==> src/rtl/io_port_unit_pkg.sv <==
// Shared constants for the basic computer's I/O responder (package bc_io_pkg).
// Holds the IR(11-6) instruction bit positions, flag reset values and the tx state type.
package bc_io_pkg;

  localparam int WIDTH_DEF  = 16;
  localparam int DATA_W_DEF = 8;

  // One-hot positions of the register-reference I/O instructions within IR(11-6)
  localparam int IR_INP_BIT = 11;
  localparam int IR_OUT_BIT = 10;
  localparam int IR_SKI_BIT = 9;
  localparam int IR_SKO_BIT = 8;
  localparam int IR_ION_BIT = 7;
  localparam int IR_IOF_BIT = 6;

  localparam logic FGO_RST = 1'b1;
  localparam logic FGI_RST = 1'b0;

  typedef enum logic [0:0] {
    TX_IDLE = 1'b0,
    TX_BUSY = 1'b1
  } tx_state_e;

endpackage

==> src/rtl/io_port_unit_if.sv <==
// Controller strobes plus keyboard/printer byte streams of the I/O responder.
// master = controller/environment side, slave = io_port_unit.
interface io_port_unit_if
  import bc_io_pkg::*;
#(
  parameter int WIDTH  = WIDTH_DEF,
  parameter int DATA_W = DATA_W_DEF
);
  logic              io_inp;
  logic              io_out;
  logic              io_ski;
  logic              io_sko;
  logic              io_ion;
  logic              io_iof;
  logic              int_ack;
  logic              instr_cyc;
  logic [WIDTH-1:0]  ac_in;
  logic [DATA_W-1:0] inpr;
  logic              skip;
  logic              fgi;
  logic              fgo;
  logic              ien;
  logic              irq;
  logic              ovr_err;
  logic              rx_valid;
  logic              rx_ready;
  logic [DATA_W-1:0] rx_data;
  logic              tx_valid;
  logic              tx_ready;
  logic [DATA_W-1:0] tx_data;

  modport master (
    output io_inp, io_out, io_ski, io_sko, io_ion, io_iof, int_ack, instr_cyc, ac_in,
    output rx_valid, rx_data, tx_ready,
    input  inpr, skip, fgi, fgo, ien, irq, ovr_err, rx_ready, tx_valid, tx_data
  );

  modport slave (
    input  io_inp, io_out, io_ski, io_sko, io_ion, io_iof, int_ack, instr_cyc, ac_in,
    input  rx_valid, rx_data, tx_ready,
    output inpr, skip, fgi, fgo, ien, irq, ovr_err, rx_ready, tx_valid, tx_data
  );
endinterface

==> src/rtl/io_port_unit_rx_fifo.sv <==
// Keyboard receive FIFO (module io_rx_fifo); head shows the oldest byte, 0 when empty.
// Used by io_port_unit only when IO_RX_FIFO_EN is defined.
module io_rx_fifo #(
  parameter int DATA_W     = 8,
  parameter int FIFO_DEPTH = 4
) (
  input  logic              clk,
  input  logic              rst,
  input  logic              push,
  input  logic              pop,
  input  logic [DATA_W-1:0] wdata,
  output logic              full,
  output logic              empty,
  output logic [DATA_W-1:0] head
);
  localparam int PTR_W = $clog2(FIFO_DEPTH);
  localparam int CNT_W = PTR_W + 1;

  logic [DATA_W-1:0] mem_r [FIFO_DEPTH];
  logic [PTR_W-1:0]  wr_ptr_r;
  logic [PTR_W-1:0]  rd_ptr_r;
  logic [CNT_W-1:0]  count_r;
  logic              push_s;
  logic              pop_s;

  assign full   = (count_r == CNT_W'(FIFO_DEPTH));
  assign empty  = (count_r == {CNT_W{1'b0}});
  assign push_s = push & ~full;
  assign pop_s  = pop & ~empty;
  assign head   = empty ? {DATA_W{1'b0}} : mem_r[rd_ptr_r];

  // Storage, pointers (wrap naturally at the power-of-two depth) and occupancy
  always_ff @(posedge clk or posedge rst) begin
    if (rst) begin
      for (int i = 0; i < FIFO_DEPTH; i++) begin
        mem_r[i] <= {DATA_W{1'b0}};
      end
      wr_ptr_r <= {PTR_W{1'b0}};
      rd_ptr_r <= {PTR_W{1'b0}};
      count_r  <= {CNT_W{1'b0}};
    end else begin
      if (push_s) begin
        mem_r[wr_ptr_r] <= wdata;
        wr_ptr_r        <= wr_ptr_r + PTR_W'(1);
      end
      if (pop_s) begin
        rd_ptr_r <= rd_ptr_r + PTR_W'(1);
      end
      case ({push_s, pop_s})
        2'b10:   count_r <= count_r + CNT_W'(1);
        2'b01:   count_r <= count_r - CNT_W'(1);
        default: count_r <= count_r;
      endcase
    end
  end
endmodule

==> src/rtl/io_port_unit.sv <==
// I/O responder for INP/OUT/SKI/SKO/ION/IOF: INPR/OUTR, FGI/FGO, IEN and interrupt flip-flop R.
// Define IO_RX_FIFO_EN to replace the single INPR register with an io_rx_fifo receive queue.
module io_port_unit
  import bc_io_pkg::*;
#(
  parameter int WIDTH      = WIDTH_DEF,
  parameter int DATA_W     = DATA_W_DEF,
  parameter int FIFO_DEPTH = 4
) (
  input logic           clk,
  input logic           rst,
  io_port_unit_if.slave bus
);
  tx_state_e         tx_state_r;
  tx_state_e         tx_state_s;
  logic [DATA_W-1:0] outr_r;
  logic              ovr_err_r;
  logic              ien_r;
  logic              irq_r;
  logic              fgi_s;
  logic              fgo_s;
  logic              rx_ready_s;
  logic              rx_push_s;
  logic              rx_pop_s;
  logic [DATA_W-1:0] inpr_s;
  logic              unused_ac_s;

  assign unused_ac_s = ^bus.ac_in[WIDTH-1:DATA_W];
  assign rx_push_s   = bus.rx_valid & rx_ready_s;
  assign rx_pop_s    = bus.io_inp & fgi_s;

`ifdef IO_RX_FIFO_EN
  logic fifo_full_s;
  logic fifo_empty_s;

  io_rx_fifo #(
    .DATA_W    (DATA_W),
    .FIFO_DEPTH(FIFO_DEPTH)
  ) u_rx_fifo (
    .clk  (clk),
    .rst  (rst),
    .push (rx_push_s),
    .pop  (rx_pop_s),
    .wdata(bus.rx_data),
    .full (fifo_full_s),
    .empty(fifo_empty_s),
    .head (inpr_s)
  );

  assign rx_ready_s = ~fifo_full_s;
  assign fgi_s      = ~fifo_empty_s;
`else
  localparam int unused_fifo_depth = FIFO_DEPTH;
  logic [DATA_W-1:0] inpr_r;
  logic              fgi_r;

  // Single-byte receive buffer: a keyboard byte loads only while FGI is clear
  always_ff @(posedge clk or posedge rst) begin
    if (rst) begin
      inpr_r <= {DATA_W{1'b0}};
      fgi_r  <= FGI_RST;
    end else if (rx_push_s) begin
      inpr_r <= bus.rx_data;
      fgi_r  <= 1'b1;
    end else if (rx_pop_s) begin
      fgi_r  <= 1'b0;
    end
  end

  assign rx_ready_s = ~fgi_r;
  assign fgi_s      = fgi_r;
  assign inpr_s     = inpr_r;
`endif

  // FGO is the complement of "byte waiting for the printer", so both come from the tx state
  assign fgo_s = (tx_state_r == TX_IDLE);

  // Tx state register
  always_ff @(posedge clk or posedge rst) begin
    if (rst) begin
      tx_state_r <= TX_IDLE;
    end else begin
      tx_state_r <= tx_state_s;
    end
  end

  // Tx next state: OUT starts a transfer, printer handshake completes it
  always_comb begin
    tx_state_s = tx_state_r;
    case (tx_state_r)
      TX_IDLE: begin
        if (bus.io_out) begin
          tx_state_s = TX_BUSY;
        end else begin
          tx_state_s = TX_IDLE;
        end
      end
      TX_BUSY: begin
        if (bus.tx_ready) begin
          tx_state_s = TX_IDLE;
        end else begin
          tx_state_s = TX_BUSY;
        end
      end
      default: tx_state_s = TX_IDLE;
    endcase
  end

  // OUTR loads only when the printer side is free; an OUT while busy latches the overrun flag
  always_ff @(posedge clk or posedge rst) begin
    if (rst) begin
      outr_r    <= {DATA_W{1'b0}};
      ovr_err_r <= 1'b0;
    end else if (bus.io_out) begin
      if (fgo_s) begin
        outr_r    <= bus.ac_in[DATA_W-1:0];
      end else begin
        ovr_err_r <= 1'b1;
      end
    end
  end

  // IEN priority int_ack > IOF > ION; R is cleared by int_ack ahead of any set condition
  always_ff @(posedge clk or posedge rst) begin
    if (rst) begin
      ien_r <= 1'b0;
      irq_r <= 1'b0;
    end else begin
      if (bus.int_ack || bus.io_iof) begin
        ien_r <= 1'b0;
      end else if (bus.io_ion) begin
        ien_r <= 1'b1;
      end
      if (bus.int_ack) begin
        irq_r <= 1'b0;
      end else if (ien_r && (fgi_s || fgo_s) && bus.instr_cyc) begin
        irq_r <= 1'b1;
      end
    end
  end

  assign bus.skip     = (bus.io_ski & fgi_s) | (bus.io_sko & fgo_s);
  assign bus.inpr     = inpr_s;
  assign bus.fgi      = fgi_s;
  assign bus.fgo      = fgo_s;
  assign bus.ien      = ien_r;
  assign bus.irq      = irq_r;
  assign bus.ovr_err  = ovr_err_r;
  assign bus.rx_ready = rx_ready_s;
  assign bus.tx_valid = (tx_state_r == TX_BUSY);
  assign bus.tx_data  = outr_r;
endmodule

==> src/flat_wrapper.sv <==
// flat-port wrapper written by rule: the top's interface ports become plain ports
module io_port_unit_flat import bc_io_pkg::*;
#(
  parameter int WIDTH      = WIDTH_DEF,
  parameter int DATA_W     = DATA_W_DEF,
  parameter int FIFO_DEPTH = 4
)
  (clk, rst, bus_io_inp, bus_io_out, bus_io_ski, bus_io_sko, bus_io_ion, bus_io_iof, bus_int_ack, bus_instr_cyc, bus_ac_in, bus_rx_valid, bus_rx_data, bus_tx_ready, bus_inpr, bus_skip, bus_fgi, bus_fgo, bus_ien, bus_irq, bus_ovr_err, bus_rx_ready, bus_tx_valid, bus_tx_data);
  io_port_unit_if #(.WIDTH(WIDTH), .DATA_W(DATA_W)) bus_i ();
  input logic clk;
  input logic rst;
  input wire logic [$bits(bus_i.io_inp)-1:0] bus_io_inp;
  input wire logic [$bits(bus_i.io_out)-1:0] bus_io_out;
  input wire logic [$bits(bus_i.io_ski)-1:0] bus_io_ski;
  input wire logic [$bits(bus_i.io_sko)-1:0] bus_io_sko;
  input wire logic [$bits(bus_i.io_ion)-1:0] bus_io_ion;
  input wire logic [$bits(bus_i.io_iof)-1:0] bus_io_iof;
  input wire logic [$bits(bus_i.int_ack)-1:0] bus_int_ack;
  input wire logic [$bits(bus_i.instr_cyc)-1:0] bus_instr_cyc;
  input wire logic [$bits(bus_i.ac_in)-1:0] bus_ac_in;
  input wire logic [$bits(bus_i.rx_valid)-1:0] bus_rx_valid;
  input wire logic [$bits(bus_i.rx_data)-1:0] bus_rx_data;
  input wire logic [$bits(bus_i.tx_ready)-1:0] bus_tx_ready;
  output wire logic [$bits(bus_i.inpr)-1:0] bus_inpr;
  output wire logic [$bits(bus_i.skip)-1:0] bus_skip;
  output wire logic [$bits(bus_i.fgi)-1:0] bus_fgi;
  output wire logic [$bits(bus_i.fgo)-1:0] bus_fgo;
  output wire logic [$bits(bus_i.ien)-1:0] bus_ien;
  output wire logic [$bits(bus_i.irq)-1:0] bus_irq;
  output wire logic [$bits(bus_i.ovr_err)-1:0] bus_ovr_err;
  output wire logic [$bits(bus_i.rx_ready)-1:0] bus_rx_ready;
  output wire logic [$bits(bus_i.tx_valid)-1:0] bus_tx_valid;
  output wire logic [$bits(bus_i.tx_data)-1:0] bus_tx_data;
  assign bus_i.io_inp = bus_io_inp;
  assign bus_i.io_out = bus_io_out;
  assign bus_i.io_ski = bus_io_ski;
  assign bus_i.io_sko = bus_io_sko;
  assign bus_i.io_ion = bus_io_ion;
  assign bus_i.io_iof = bus_io_iof;
  assign bus_i.int_ack = bus_int_ack;
  assign bus_i.instr_cyc = bus_instr_cyc;
  assign bus_i.ac_in = bus_ac_in;
  assign bus_i.rx_valid = bus_rx_valid;
  assign bus_i.rx_data = bus_rx_data;
  assign bus_i.tx_ready = bus_tx_ready;
  assign bus_inpr = bus_i.inpr;
  assign bus_skip = bus_i.skip;
  assign bus_fgi = bus_i.fgi;
  assign bus_fgo = bus_i.fgo;
  assign bus_ien = bus_i.ien;
  assign bus_irq = bus_i.irq;
  assign bus_ovr_err = bus_i.ovr_err;
  assign bus_rx_ready = bus_i.rx_ready;
  assign bus_tx_valid = bus_i.tx_valid;
  assign bus_tx_data = bus_i.tx_data;
  io_port_unit #(.WIDTH(WIDTH), .DATA_W(DATA_W), .FIFO_DEPTH(FIFO_DEPTH)) u_core (.clk(clk), .rst(rst), .bus(bus_i));
endmodule
==> config.mk <==
export PLATFORM = sky130hd
export DESIGN_NAME = io_port_unit_flat
export DESIGN_NICKNAME = d
export VERILOG_FILES = /design/src/rtl/io_port_unit_pkg.sv /design/src/rtl/io_port_unit_if.sv /design/src/rtl/io_port_unit_rx_fifo.sv /design/src/rtl/io_port_unit.sv /design/src/flat_wrapper.sv
export SDC_FILE = /design/constraint.sdc
export NUM_CORES = 1
export LEC_CHECK = 0
export CAP_MARGIN = 20
export CORE_MARGIN = 10
export CORE_UTILIZATION = 37
export DETAILED_ROUTE_END_ITERATION = 8
export GPL_TIMING_DRIVEN = 1
export PLACE_DENSITY = 0.84
export SLEW_MARGIN = 5
export SYNTH_ARGS = -nofsm -noshare
export SYNTH_HDL_FRONTEND = slang
export SYNTH_HIERARCHICAL = 1
export SYNTH_SLANG_ARGS = --single-unit
==> constraint.sdc <==
create_clock -name clk -period 3.1 [get_ports clk]
set_input_delay 0.62 -clock clk [delete_from_list [all_inputs] [get_ports clk]]
set_output_delay 0.62 -clock clk [all_outputs]
set_load 0.03 [all_outputs]
==> impl_metrics.json <==
{
  "avgRoutedWirePerCell_um": 16.2,
  "vias": 606,
  "netlist-cell-type-count": 13,
  "powerDensity_mw_per_mm2": 608,
  "grt_pass1_wl_um": 3500,
  "first_pass_iters": 4,
  "syn_nets": 89,
  "min_period_over_period": 0.808,
  "cts-root-buf": "clkbuf_4",
  "rows": 17,
  "netlist_area_um2": 872,
  "cp_slowest_cell": "clkdlybuf4s50_1",
  "die_area_mm2": 0.00470,
  "gp_congestion": 0.659,
  "yosysWarnings": 6,
  "drt_wl_total_um": 2180,
  "pre_cts_ws_ns": 0.586,
  "hpwl_um": 1790,
  "crit_type": "in -> out",
  "die_x_um": 68.6,
  "grt_overflow": 0,
  "die_h_um": 68.6,
  "min_path_type": "reg -> reg",
  "numPortBuffers": 51,
  "worst-path-buf-inv": 2,
  "ff2ff_path_depth": 2,
  "slowest_delay_ns": 0.67,
  "slew_violations": 0,
  "cts-hold-fix-buffers": 0,
  "grt_pass1_vias": 694,
  "crit_fanout": 1,
  "cts_resized": 0,
  "tritoncts": "done",
  "area_growth_pct": 63.8,
  "critPathTopFamily": "buffers and inverters",
  "yosysTopAreaCell": "dfrtp_1",
  "drv_cap": 0,
  "skew_ns": 0.00180,
  "avgSynthCellArea_um2": 16.5,
  "grt_max_degree": 22,
  "clk_latency_ns": 0.30,
  "cp.depth": 3,
  "ir_drop_uv": 388,
  "finalCriticalPeriod_ns": 2.50,
  "setup_viol": 0,
  "critPathLaunchType": "input pin",
  "tns_ns": 0,
  "worst_slack_ns": 0.596,
  "synth_top_area_frac": 0.603,
  "htreeDepth": 1,
  "track_usage": 0.102,
  "ant_nets": 0,
  "rsz0062_at_grt": "no",
  "finalHoldViolCount": 0,
  "cts-buffers-inserted": 3,
  "final_nets": 144,
  "drive_above_1_share": 0.206,
  "cp.required_ns": 2.48,
  "max_slew_margin": 0.507,
  "outcome": "finished, final reports clean",
  "numClockSinks": 21,
  "fmax_mhz": 399,
  "clk_pin_slew_ns": 0.10,
  "diodes": 0,
  "antenna_found_initial": 0,
  "holdPathStages": 1,
  "core_mm2": 0.00223,
  "route.detailed.drc": 0,
  "worst-endpoint-arrival_ns": 1.88,
  "ios": 60,
  "start_util": 0.390,
  "ys_seq_area_frac": 0.603,
  "postCtsSetupBuffers": 0,
  "p_leak_uw": 0.000625,
  "ys_top_cells_by_area": "dfrtp_1 60%, mux2_4 28%, buf_6 2.6%, inv_1 1.7%, o21bai_1 1.7%",
  "cts_buffer_depth": 2,
  "syn_inst": 53,
  "dr.first_iter.drc_count": 8,
  "ys_seq_elements": 21,
  "setup.worst_path.end_class": "primary output",
  "path_cells": "clkdlybuf4s50_1, a22o_1, clkdlybuf4s50_1",
  "vias_per_cell": 4.49,
  "crit_top_cell": "clkdlybuf4s50_1",
  "worst_slew_pin_slew_ns": 0.739
}
==> final cells by class <==
cell class / instances / area [um^2]
clock buffer: 4 / 26.3
fill: 185 / 805
inverter: 4 / 15.0
multi-input combinational: 26 / 309
sequential: 21 / 526
tap: 28 / 35.0
timing repair buffer: 52 / 518
==> cell usage in the layout, fill, tap and decap left out, drive strengths merged <==
cell type	synthesis	final
a21o	1	1
a21oi	1	1
a22o	1	1
buf	2	1
clkbuf	0	4
clkdlybuf4s50	0	51
dfrtp	21	21
inv	4	4
mux2	16	16
nor2	1	1
nor2b	2	2
nor3	1	1
o211ai	1	1
o21bai	2	2
==> cell usage after synthesis (all sizes together) <==
master and number:
dfrtp 21, a22o 1, inv 4, a21oi 1, buf 2, nor3 1, a21o 1, nor2b 2
o211ai 1, nor2 1, o21bai 2, mux2 16
==> per-layer routing <==
layer	global-route usage	vias up	share of wire
li1	-	286	-
met3	0.0564	5	0.14
met1	0.103	279	0.40
met5	0	-	0
met4	0.0603	0	0.023
met2	0.164	36	0.44
==> worst paths after layout <==
check                      slack [ns]                            from                                end
max reg2reg                      1.71   u_core/bus.tx_valid$_DFF_PP0_  u_core/bus.tx_data[4]$_DFFE_PP0P_
max                              0.60                      bus_io_sko                           bus_skip
min in group asynchronous        0.74                             rst     u_core/bus.inpr[4]$_DFFE_PP0P_
min                              0.47  u_core/bus.ovr_err$_DFFE_PP0P_     u_core/bus.ovr_err$_DFFE_PP0P_
min reg2reg                      0.47  u_core/bus.ovr_err$_DFFE_PP0P_     u_core/bus.ovr_err$_DFFE_PP0P_
max in group asynchronous        1.90                             rst  u_core/bus.tx_data[7]$_DFFE_PP0P_
==> flip-flops by register name (all words and copies together) (netlist names) <==
| signal | cells |
|---|---|
| u_core/bus.tx_valid | 1 |
| u_core/bus.tx_data | 8 |
| u_core/bus.irq | 1 |
| u_core/bus.ovr_err | 1 |
| u_core/bus.inpr | 8 |
| u_core/bus.fgi | 1 |
| u_core/bus.ien | 1 |
==> report_power, final <==
group | switching, uW | internal, uW
Combinational | 185 | 200
Clock | 75.2 | 50.2
Sequential | 31.7 | 326
Total | 292 | 576
==> stage by stage <==
| stage | power, uW | hold slack, ns | instances | utilization | area, um^2 |
|---|---|---|---|---|---|
| after CTS | 881 | 0.479 | 135 | 0.640 | 1430 |
| after global placement | 747 | 0.442 | 131 | 0.628 | 1400 |
| final | 869 | 0.475 | 135 | 0.640 | 1430 |
| after global routing | 914 | 0.493 | 135 | 0.640 | 1430 |
| after detailed placement | 753 | 0.454 | 131 | 0.628 | 1400 |
| after floorplan | 582 | 0.597 | 53 | - | 872 |
==> cells by family (layout without fill, tap and decap cells) <==
| logic type | count (synthesis) | after routing | synth area share |
|---|---|---|---|
| flip-flops | 21 | 21 | 0.603 |
| multiplexers | 16 | 16 | 0.275 |
| AO/OA/AOI/OAI | 6 | 6 | 0.0516 |
| buffers and inverters | 6 | 60 | 0.0430 |
| AND/OR/NAND/NOR | 4 | 4 | 0.0273 |
No activity file was read; power rests on OpenSTA's default activity.
==> RTL edit 1: new RTL, same settings <==
Build with the macro `IO_RX_FIFO_EN` defined.
--- a/src/rtl/io_port_unit.sv
+++ b/src/rtl/io_port_unit.sv
@@ -2,2 +2,4 @@
 // Define IO_RX_FIFO_EN to replace the single INPR register with an io_rx_fifo receive queue.
+`define IO_RX_FIFO_EN
+
 module io_port_unit
Check against the original RTL: not equivalent (a bounded check fails within 4 cycles, from zero or initial values and one cycle with rst high).
==> RTL edit 1 against the original RTL <==
- wire length rose by 120%
- non-clock buffer count rose by 3
- register-to-register slack got worse by 1100 ps
- synthesized area rose to 2.7 times the old value
- design area rose by 120%
- die area rose by 110%
- cell count rose by 120%
- setup slack got worse by 240 ps
- highest routed layer unchanged
- power rose to 3.7 times the old value
- critical path type is now flip-flop to output pin
- sequential cell count rose by 30
- combinational power rose to 4.3 times the old value
==> RTL edit 1: results (changes against the original RTL) <==
root buf cell: clkbuf_8 (was clkbuf_4)
switch share: 36.3% (was 33.7%)
Worst path max stage delay: 600 ps (was 670 ps)
Seq/Total Area, Yosys: 54.1% (was 60.3%)
relative slew slack: 59.0% (was 50.7%)
Logic power comb: 1660 uW (was 386 uW)
critical path launch point: u_core/u_rx_fifo/rd_ptr_r[0] (was bus_io_sko)
leakage: 0.00131 uW (was 0.000625 uW)
H-tree Lvls: 2 (was 1)
worst r2r path cells: 9 (was 2)
reg2reg end: u_core/u_rx_fifo/count_r[2] (was u_core/bus.tx_data[4])
top post-synthesis cells by area: dfrtp_1, mux2_2, mux4_2 (was dfrtp_1, mux2_4, buf_6)
Netlist cell types: 25 (was 13)
worst skew pair latency: 300 ps (about the same)
P_clk: 410 uW (was 125 uW)
reg-to-reg slack, setup: 630 ps (was 1710 ps)
fill count: 554 (was 185)
total wire length: 4840 um (was 2180 um)
first-pass GRT wire length: 8150 um (was 3500 um)
largest net degree at the start of global routing: 40 (was 22)
Post-DP HPWL: 3650 um (was 1790 um)
PwrDens: 1040 nW/um^2 (was 608 nW/um^2)
crit path DAT: 2130 ps (was 1880 ps)
# nets final: 261 (was 144)
post_cts resized: 0 (unchanged)
share of layout cells above drive strength 1: 31.4% (was 20.6%)
initial drt markers: 25 (was 8)
RePlAce Congestion: 0.725 (was 0.659)
GRT Total Usage: 10.2% (about the same)
Vias: 1,431 (was 606)
crit path to: bus_inpr[5] (was bus_skip)
CTS Buffer Depth: 2 (unchanged)
vias in the first global route: 1,626 (was 694)
dpl cell area: 2980 sq um (was 1400 sq um)
VDD IR-drop max: 545 uV (was 388 uV)
Final Skew: 6.26 ps (was 1.80 ps)
top fanout value on the critical path: 10 (was 1)
Synth Net Count: 203 (was 89)
status: complete, no violations (unchanged)
reg2reg start: u_core/u_rx_fifo/count_r[0] (was u_core/bus.tx_valid)
clk slew on worst S/H paths: 80 ps (was 100 ps)
Slowest-stage cell, CP: clkdlybuf4s50_1 (unchanged)
total CTS buffers: 5 (was 3)
highest-power group: combinational cells (unchanged)
top cells by count, synth: dfrtp_1, mux2_2, nor2b_1 (was dfrtp_1, mux2_4, inv_1)
## RTL edit 1: cell types whose count changed after synthesis, moves of 4 or more
cell / before / now
xor2_1: 0 / 4
mux2_2: 0 / 33
nor2_2: 0 / 4
mux2_4: 16 / 8
mux4_2: 0 / 8
nor2b_1: 1 / 11
nand2_1: 0 / 6
inv_1: 4 / 10
dfrtp_1: 21 / 51
ha_1: 0 / 5
## RTL edit 1: routing by layer
layer | GRT usage, % | share of wire [%] | vias up | wire length [um]
met3 | 3.98 | 6.9 | 7 | 333
li1 | - | - | 668 | -
met5 | 0 | 0 | - | 0
met4 | 2.98 | 1.1 | 0 | 55
met1 | 12.7 | 47 | 713 | 2270
met2 | 16.0 | 45 | 43 | 2180
## RTL edit 1: cell type report
type / count / area (sq um) / share of cell area [%]
Inverter: 10 / 37.5 / 1.22
Clock buffer: 8 / 100 / 3.25
Timing Repair Buffer: 55 / 541 / 17.6
Tap cell: 77 / 96.3 / 3.13
Sequential cell: 51 / 1280 / 41.5
Multi-Input combinational cell: 96 / 1020 / 33.3
## RTL edit 1: critical path: cells and delay by family, from the launching register on
kind,cells,cell delay [ps]
AND/OR/NAND/NOR,1,150
flip-flops,1,330
buffers and inverters,2,830
multiplexers,1,520
## RTL edit 1: per-stage QoR
step | cells | setup slack [ps] | hold WS (ps)
after global routing | 297 | 242 | 485
final | 297 | 354 | 473
after CTS | 297 | 332 | 473
after global placement | 289 | 474 | 445
after floorplan | 161 | 885 | 454
after detailed placement | 289 | 420 | 454
## RTL edit 1: cells by family after synthesis
| logic type | synth area share, % |
|---|---|
| DFF | 54.1 |
| AOI/OAI and AO/OA | 1.33 |
| muxes | 28.9 |
| buffers and inverters | 2.60 |
| and+or+nand+nor | 7.27 |
| adders and majority gates | 3.50 |
| xor gates and xnor gates | 2.23 |
==> RTL edit 2: new RTL, same flow settings <==
Made on the original files. Make the reset (`rst`) synchronous in 4 clocked blocks.
--- a/src/rtl/io_port_unit.sv
+++ b/src/rtl/io_port_unit.sv
@@ -57,3 +57,3 @@
   // Single-byte receive buffer: a keyboard byte loads only while FGI is clear
-  always_ff @(posedge clk or posedge rst) begin
+  always_ff @(posedge clk) begin
     if (rst) begin
@@ -78,3 +78,3 @@
   // Tx state register
-  always_ff @(posedge clk or posedge rst) begin
+  always_ff @(posedge clk) begin
     if (rst) begin
@@ -109,3 +109,3 @@
   // OUTR loads only when the printer side is free; an OUT while busy latches the overrun flag
-  always_ff @(posedge clk or posedge rst) begin
+  always_ff @(posedge clk) begin
     if (rst) begin
@@ -123,3 +123,3 @@
   // IEN priority int_ack > IOF > ION; R is cleared by int_ack ahead of any set condition
-  always_ff @(posedge clk or posedge rst) begin
+  always_ff @(posedge clk) begin
     if (rst) begin
Function: differs if rst is asserted again (counterexample within 4 cycles, from zero or initial values and one cycle with rst high); with rst held inactive, the same outputs for 10 cycles.
==> RTL edit 2 against the original RTL <==
- design area shrank 1.8%
- maximum frequency shrank 0.44%
- wire length grew 9.0%
- non-clock buffer count is the same
- synthesized cell count grew 75%
- setup slack lost 11 ps
- sequential cell count is the same
- count of clock-buffer cells in the layout is the same
- synthesized area shrank 0.72%
Power is not compared: it rests on default switching activity, and its combinational part moved more than twofold at a synthesized area within 25%.
==> RTL edit 2: results (changes against the original RTL) <==
status: complete, no violations (unchanged)
relative slew slack: 54.2% (was 50.7%)
worst r2r path cells: 3 (was 2)
initial drt markers: 12 (was 8)
Routed WL per cell: 13.9 um (was 16.2 um)
top post-synthesis cells by area: dfxtp_1, a21oi_2, nand2_2 (was dfrtp_1, mux2_4, buf_6)
largest net degree at the start of global routing: 15 (was 22)
reg2reg start: u_core/bus.tx_valid (unchanged)
Final Skew: 4.68 ps (was 1.80 ps)
# nets final: 180 (was 144)
fill count: 200 (was 185)
RePlAce Congestion: 0.658 (was 0.659)
Final period util: 81.1% (was 80.8%)
crit path to: bus_skip (unchanged)
share of layout cells above drive strength 1: 25.2% (was 20.6%)
Main synth FF type: dfxtp_1 (was dfrtp_1)
Seq/Total Area, Yosys: 48.6% (was 60.3%)
critical path launch point: bus_io_ski (was bus_io_sko)
dpl ws: 580 ps (was 586 ps)
first drt pass iteration count: 2 (was 4)
reg2reg end: u_core/bus.tx_data[0] (was u_core/bus.tx_data[4])
Synth Net Count: 129 (was 89)
top cells by count, synth: dfxtp_1, a21oi_2, nand2_1, nand2_2 (was dfrtp_1, mux2_4, inv_1)
Netlist cell types: 17 (was 13)
reg-to-reg slack, setup: 1890 ps (was 1710 ps)
first-pass GRT wire length: 3720 um (was 3500 um)
Post-DP HPWL: 1940 um (was 1790 um)
hold crit path type: flip-flop to flip-flop (unchanged)
crit path DAT: 1900 ps (was 1880 ps)
Post-synth ARST share: 0% (was 100%)
-- RTL edit 2: cell types whose count changed in the layout (fill, tap and decap cells not counted), moves of 2 or more --
cell | unedited run | this run
mux2_4 | 16 | 0
or2b_1 | 0 | 2
dfrtp_1 | 21 | 0
o21bai_1 | 2 | 0
inv_1 | 4 | 2
a21oi_2 | 0 | 16
a21oi_1 | 1 | 3
nand2_1 | 0 | 16
nand2b_1 | 0 | 3
nand2_2 | 0 | 16
dfxtp_1 | 0 | 21
-- RTL edit 2: kinds of logic (layout without fill, tap and decap cells) --
logic type,Yosys count,count (layout),share of synthesized area [%]
and+or+nand+nor,43,43,26.0
AOI/OAI and AO/OA,21,21,19.7
DFF,21,21,48.6
buffers and inverters,8,58,5.78
-- RTL edit 2: worst min-delay path by stage --
stage	startpoint	to	depth (start not counted)
after CTS	u_core/bus.tx_data[3]	u_core/bus.tx_data[3]	2
after floorplan	u_core/bus.inpr[0]	u_core/bus.inpr[0]	2
after global routing	u_core/bus.tx_data[0]	u_core/bus.tx_data[0]	2
final	u_core/bus.tx_data[3]	u_core/bus.tx_data[3]	2
after global placement	u_core/bus.inpr[2]	u_core/bus.inpr[2]	2
after detailed placement	u_core/bus.tx_data[3]	u_core/bus.tx_data[3]	2
-- RTL edit 2: worst max-delay path: stages --
cell and delay (ps):
clkdlybuf4s50_1 470, a22o_1 140, clkdlybuf4s50_1 670
-- RTL edit 2: cell type report --
type | count | share of cell area [%]
clock buffers | 4 | 1.87
flip-flops and latches | 21 | 30.0
repair buffers | 52 | 36.9
well taps | 28 | 2.50
inverters | 2 | 0.535
multi-input cells | 64 | 28.2
-- RTL edit 2: power groups by stage --
stage,Clock (uW),Combinational [uW],Sequential (uW)
CTS,141,162,297
global placement,0,159,302
finish,133,160,297
floorplan,0,56.6,333
detailed placement,0,161,303
global route,150,170,300
-- RTL edit 2: through the flow --
step	instance area (sq um)	hold WS [ps]	cells	util, %
floorplan	866	587	93	-
global placement	1380	447	167	62.2
detailed placement	1380	451	167	62.2
CTS	1400	468	171	63.4
global route	1400	479	171	63.4
finish	1400	465	171	63.4
-- RTL edit 2: per-layer routing --
| metal | routed length (um) | GRT usage, % | part of all wire (%) | vias to the layer above |
|---|---|---|---|---|
| met2 | 1130 | 17.7 | 47 | 33 |
| met3 | 318 | 6.20 | 13 | 4 |
| li1 | - | - | - | 397 |
| met5 | 0 | 0 | 0 | - |
| met1 | 894 | 9.99 | 38 | 343 |
| met4 | 36 | 5.28 | 1.5 | 0 |
